--- config.mk ---
export PLATFORM = sky130hd
export DESIGN_NAME = datapath_sequencer
export DESIGN_NICKNAME = d
export VERILOG_FILES = /design/src/rtl/datapath_sequencer.sv
export SDC_FILE = /design/constraint.sdc
export NUM_CORES = 1
export LEC_CHECK = 0
export CAP_MARGIN = 20
export CORE_AREA = 2 2 58 60
export CTS_BUF_LIST = sky130_fd_sc_hd__clkbuf_8
export CTS_CLUSTER_DIAMETER = 80
export DETAILED_ROUTE_END_ITERATION = 10
export DIE_AREA = 0 0 60 62
export SYNTH_ARGS = -nofsm -noshare
export SYNTH_HDL_FRONTEND = slang
export SYNTH_SLANG_ARGS = --single-unit
--- constraint.sdc ---
create_clock -name clk -period 3.8 [get_ports clk]
set_clock_uncertainty 0.1 [all_clocks]
set_input_delay 0.95 -clock clk [delete_from_list [all_inputs] [get_ports clk]]
set_output_delay 0.95 -clock clk [all_outputs]
set_load 0.005 [all_outputs]
--- src/rtl/datapath_sequencer.sv ---
// datapath_sequencer: instruction-fed control sequencer for the 4-register ALU
// datapath. Each accepted instruction gets one write cycle (wr=1) followed by
// one settle cycle; a HALT opcode parks the sequencer until resume.
module datapath_sequencer #(
    parameter int              ADDR_W  = 2,
    parameter int              OP_W    = 3,
    parameter int              CNT_W   = 8,
    parameter logic [OP_W-1:0] HALT_OP = 3'b111
) (
    input  logic                       clk,
    input  logic                       rst,
    input  logic [OP_W+3*ADDR_W-1:0]   in_instr,
    input  logic                       in_valid,
    output logic                       in_ready,
    input  logic                       resume,
    output logic [ADDR_W-1:0]          addr1,
    output logic [ADDR_W-1:0]          addr2,
    output logic [ADDR_W-1:0]          addr3,
    output logic [OP_W-1:0]            ALUControl,
    output logic                       wr,
    output logic                       halted,
    output logic [CNT_W-1:0]           retired
);

    localparam int IW = OP_W + 3*ADDR_W;

    typedef enum logic [1:0] {IDLE, WRITE, SETTLE, HALTED} state_t;

    state_t              r_state;
    state_t              w_next;
    logic [ADDR_W-1:0]   r_addr1, r_addr2, r_addr3;
    logic [OP_W-1:0]     r_alu;
    logic                r_wr;
    logic                r_halted;
    logic [CNT_W-1:0]    r_retired;

    logic                w_hs;
    logic                w_is_halt;
    logic [OP_W-1:0]     w_op;
    logic [ADDR_W-1:0]   w_a1, w_a2, w_a3;

    // Field split of {op, addr3, addr1, addr2}
    assign w_op      = in_instr[IW-1 -: OP_W];
    assign w_a3      = in_instr[3*ADDR_W-1 -: ADDR_W];
    assign w_a1      = in_instr[2*ADDR_W-1 -: ADDR_W];
    assign w_a2      = in_instr[ADDR_W-1:0];
    assign w_is_halt = (w_op == HALT_OP);

    // Ready is the only combinational output; it drops immediately under reset
    assign in_ready = ((r_state == IDLE) || (r_state == SETTLE)) && rst;
    assign w_hs     = in_valid && in_ready;

    // Next-state decode
    always_comb begin
        w_next = r_state;
        case (r_state)
            IDLE, SETTLE: begin
                if (w_hs) w_next = w_is_halt ? HALTED : WRITE;
                else      w_next = IDLE;
            end
            WRITE:   w_next = SETTLE;
            HALTED:  if (resume) w_next = IDLE;
            default: w_next = IDLE;
        endcase
    end

    // State, registered outputs and retired counter
    always_ff @(posedge clk) begin
        if (!rst) begin
            r_state   <= IDLE;
            r_addr1   <= '0;
            r_addr2   <= '0;
            r_addr3   <= '0;
            r_alu     <= '0;
            r_wr      <= 1'b0;
            r_halted  <= 1'b0;
            r_retired <= '0;
        end else begin
            r_state  <= w_next;
            r_wr     <= (w_next == WRITE);
            r_halted <= (w_next == HALTED);
            // Fields only load on a non-HALT handshake, which never happens in WRITE,
            // so addresses stay stable for the whole wr pulse.
            if (w_hs && !w_is_halt) begin
                r_addr1 <= w_a1;
                r_addr2 <= w_a2;
                r_addr3 <= w_a3;
                r_alu   <= w_op;
            end
            if (r_state == WRITE)
                r_retired <= r_retired + CNT_W'(1);
        end
    end

    assign addr1      = r_addr1;
    assign addr2      = r_addr2;
    assign addr3      = r_addr3;
    assign ALUControl = r_alu;
    assign wr         = r_wr;
    assign halted     = r_halted;
    assign retired    = r_retired;

endmodule

# Word-level counts from Yosys, hierarchy flattened
# Index checks and enable logic that the tools add are counted.
dict set report word_totals {
  input_bits 13
  regBits 21
  elab_cells 26
  out_inout_bits 20
}
dict set report classes {
  n_eq_ne 6
  muxes 4
  n_addsub 1
  reduce_logical 7
}
# operator n
set op_table {}
lappend op_table {{adder 8 x 1 -> 8 bit (second input constant)} 1}
lappend op_table {{equality test 2 bit (second input constant)} 3}
lappend op_table {{two-way mux 2 bit} 3}
lappend op_table {{one-hot mux 2 bit (3 select lines)} 1}
lappend op_table {{equality test 2 x 1 -> 1 bit (second input constant)} 2}
lappend op_table {{equality test 3 bit (second input constant)} 1}
lappend op_table {{logical AND 1 bit} 3}
lappend op_table {{logical NOT 2 bit} 1}
lappend op_table {{OR reduction 2 bit} 1}
lappend op_table {{logical NOT 1 bit} 1}
lappend op_table {{logical OR 1 bit} 1}

# Depth between registers and ports, before layout
dict set report logic_depth {
  depth_word 7
  mapped_depth 5
}

# Worst setup path before layout
# No wires, ideal clock.
dict set report synth_path {
  path_type {input to output}
  startpoint {input rst}
  endpoint {output in_ready}
  stages 3
  slack_ns 1.328
  t_required_ns 2.750
  n_path_buf 1
  arrival_time_ns 1.422
  path_cell_list {clkinv_1 > clkbuf_1 > nor2_1}
}
dict set report synth_between {
  elab_chain_cells 1
}
# element line
set synth_lines {}
lappend synth_lines {{start, declared} 11} ;# input logic rst,
lappend synth_lines {{logical AND 1 bit} 50} ;# assign in_ready = ((r_state == IDLE) || (r_state == SETTLE)) && rst;
lappend synth_lines {{end, declared} 14} ;# output logic in_ready,
# Every way passes these cells.

# Final worst setup path
# Same ends and word-level chain as after synthesis.

==> results.py <==
metrics = {
    "timing": {
        "maxSlewHeadroom": 0.769,
        "fin_crit_sh": 0.882,
        "worst_pin_slew_ns": 0.345,
        "fin_hold_ws_ns": 0.377,
        "slew_viol_final": 0,
        "rsz0062_at_grt": "no",
        "layout_min_cycle_time_ns": 3.35,
        "fmax_ghz": 0.299,
        "setup_tns_ns": 0,
        "finalSetupViolations": 0,
        "hold_viol": 0,
    },
    "pwr": {
        "p_switching_mw": 0.101,
        "intPower_mw": 0.336,
        "max-vdd-ir-drop_v": 0.000133,
        "p_per_area_mw_per_mm2": 339,
        "cellLeakagePower_nw": 0.473,
        "seqPwrFrac": 0.540,
        "p_comb_frac": 0.132,
        "clockPowerShare": 0.327,
        "p_sw_frac": 0.231,
    },
    "synthesis": {
        "netlist-cell-type-count": 30,
        "avgSynthCellArea_um2": 9.21,
        "yosysMostFrequentCell": "dfxtp_1",
        "yosysTopAreaCell": "dfxtp_1",
        "synth_top_flop_cell": "dfxtp_1",
        "syn_inst": 96,
        "syn_area_um2": 885,
        "synth-seq-area-share": 0.475,
        "synth_area_leaders": "dfxtp_1 (48%), a21oi_1 (8.5%), o21ai_0 (5.1%)",
        "synth_top_area_frac": 0.475,
        "ys_seq_elements": 21,
        "synth_edf_count": 0,
        "yosys_warnings": 0,
        "synth_commonest_cells": "dfxtp_1 (21), a21oi_1 (15), o21ai_0 (9)",
        "async_reset_ff_frac": 0,
        "syn-num-nets": 110,
    },
    "critical_path": {
        "critPathLaunchType": "input pin",
        "arrival_ns": 2.30,
        "crit_slowest_cell": "clkdlybuf4s50_1",
        "cp-end-kind": "output port",
        "crit_chain": "clkdlybuf4s50_1 -> clkinv_1 -> nor2_1 -> clkdlybuf4s50_1",
        "path_common_cell": "clkdlybuf4s50_1",
        "crit_type": "in -> out",
        "max_stage_delay_ns": 0.60,
        "r2r_slack_ns": 2.31,
        "cp.required_ns": 2.75,
        "critPathMaxFanout": 7,
    },
    "place": {
        "globalplace.congestion": 0.741,
        "place_hpwl_um": 1470,
        "port_buffers": 32,
    },
    "cts": {
        "cts_resized": 0,
        "clk_latency_ns": 0.26,
        "cts_made_buffers": 3,
        "cts_buffer_depth": 2,
        "cts_root_buf": "clkbuf_8",
        "post_cts_buffers": 0,
        "cts_hold_buf": 0,
        "cts_tree": "yes",
        "clock_sinks": 21,
        "h-tree-depth": 1,
        "path_clk_slew_ns": 0.07,
    },
    "floorplan": {
        "rows": 21,
        "io_pins": 33,
        "coreArea_mm2": 0.00318,
        "die_y_um": 62,
        "die_x_um": 60,
        "start_util": 0.278,
        "die_area_mm2": 0.00372,
    },
    "detailed_routing": {
        "via_count": 842,
        "final_antenna_net_count": 0,
        "drt_iter0_markers": 42,
        "drc": 0,
        "totalWireLength_um": 2090,
        "viasPerCell": 4.84,
        "drt_pre_antenna_iters": 4,
        "avgRoutedWirePerCell_um": 12.0,
    },
    "final_layout": {
        "diodes": 0,
        "multi_input_area_um2": 425,
        "seqCellArea_um2": 420,
        "finalNetCount": 143,
        "syn_to_final_growth_pct": 45.5,
        "drive_gt1_frac": 0.0625,
        "n_fill_cell": 327,
    },
    "global_route": {
        "first_global_vias": 743,
        "grt_pass1_wl_um": 3340,
        "antenna_found_initial": 0,
        "grt.total_usage": 0.117,
        "grt_max_degree": 17,
        "grt.overflow.total": 0,
    },
    "run": {
        "cap_violations": 0,
    },
    "min_path": {
        "hp-class": "reg -> reg",
    },
    "run_status": {
        "outcome": "finished, final reports clean",
    },
}
## logic make-up (layout without fill, tap and decap cells)
family	count (synthesis)	in the layout	synth area share
DFF	21	21	0.475
adders and majority gates	1	1	0.0141
xor gates and xnor gates	2	2	0.0198
buffers and inverters	8	40	0.0438
AOI/OAI and AO/OA	31	31	0.209
and+or+nand+nor	32	32	0.226
muxes	1	1	0.0113
## layer usage
metal,up-vias,track usage,share of wire
met5,-,0,0
met4,0,0.0286,0.0081
met3,2,0.0331,0.052
met2,24,0.177,0.45
met1,400,0.164,0.49
li1,416,-,-
## cell usage in the layout (no fill, tap or decap), drive strengths merged
cell type and instances:
and3b 1, nor2 6, or4 2, mux2i 1, o21ai 9, a21oi 15, nand4 1, and2 1
xnor2 1, o2bb2ai 1, clkinv 1, nand3 8, o221a 3, or2b 1, or3 3, inv 3
nand3b 3, nand2b 1, buf 1, ha 1, dfxtp 21, nand4b 2, o31ai 2, xor2 1
and3 1, clkdlybuf4s50 32, o21a 1, nand2 2, clkbuf 3
## worst paths after layout
kind,startpoint,to,depth (start not counted)
hold / removal,addr3[1]$_SDFFE_PN0P_,addr3[1]$_SDFFE_PN0P_,2
setup / recovery,rst,in_ready,4
setup reg to reg,r_state[0]$_SDFF_PN0_,retired[5]$_SDFFE_PN0N_,3
hold reg to reg,addr3[1]$_SDFFE_PN0P_,addr3[1]$_SDFFE_PN0P_,2
## power by group through the flow
stage          Combinational (mW)  Clock (mW)  Sequential [mW]
6_report                   0.0578       0.143            0.236
5_1_grt                    0.0639       0.152            0.237
4_1_cts                    0.0582       0.146            0.236
3_5_place_dp               0.0578           0            0.241
3_3_place_gp               0.0569           0            0.241
2_1_floorplan              0.0246           0            0.240
## worst max-delay path, delay by kind of cell
kind / cells / cell delay [ns]
buf+inv: 3 / 1.24
simple gates: 1 / 0.11
## state kept, by name, indices dropped and copies added, names as in the netlist
signal,flops
r_state,2
addr3,2
retired,8
wr,1
halted,1
ALUControl,3
addr1,2
addr2,2
## stage by stage
step           power, mW  setup WS, ns  utilization  instance area (µm²)  std cells
3_3_place_gp       0.298         0.449        0.391                 1240        170
6_report           0.436         0.450        0.405                 1290        174
2_1_floorplan      0.264          1.33            -                  885         96
5_1_grt            0.453         0.354        0.405                 1290        174
3_5_place_dp       0.299         0.445        0.391                 1240        170
4_1_cts            0.440         0.422        0.405                 1290        174
## final cells by class
class                           count  area share
Clock inverter                      1     0.00292
Tap cell                           46      0.0447
Clock buffer                        3      0.0321
Timing Repair Buffer               33       0.255
Sequential cell                    21       0.327
Multi-Input combinational cell     67       0.330
Inverter                            3     0.00875
Note: power is estimated with default switching activity, not from simulation.
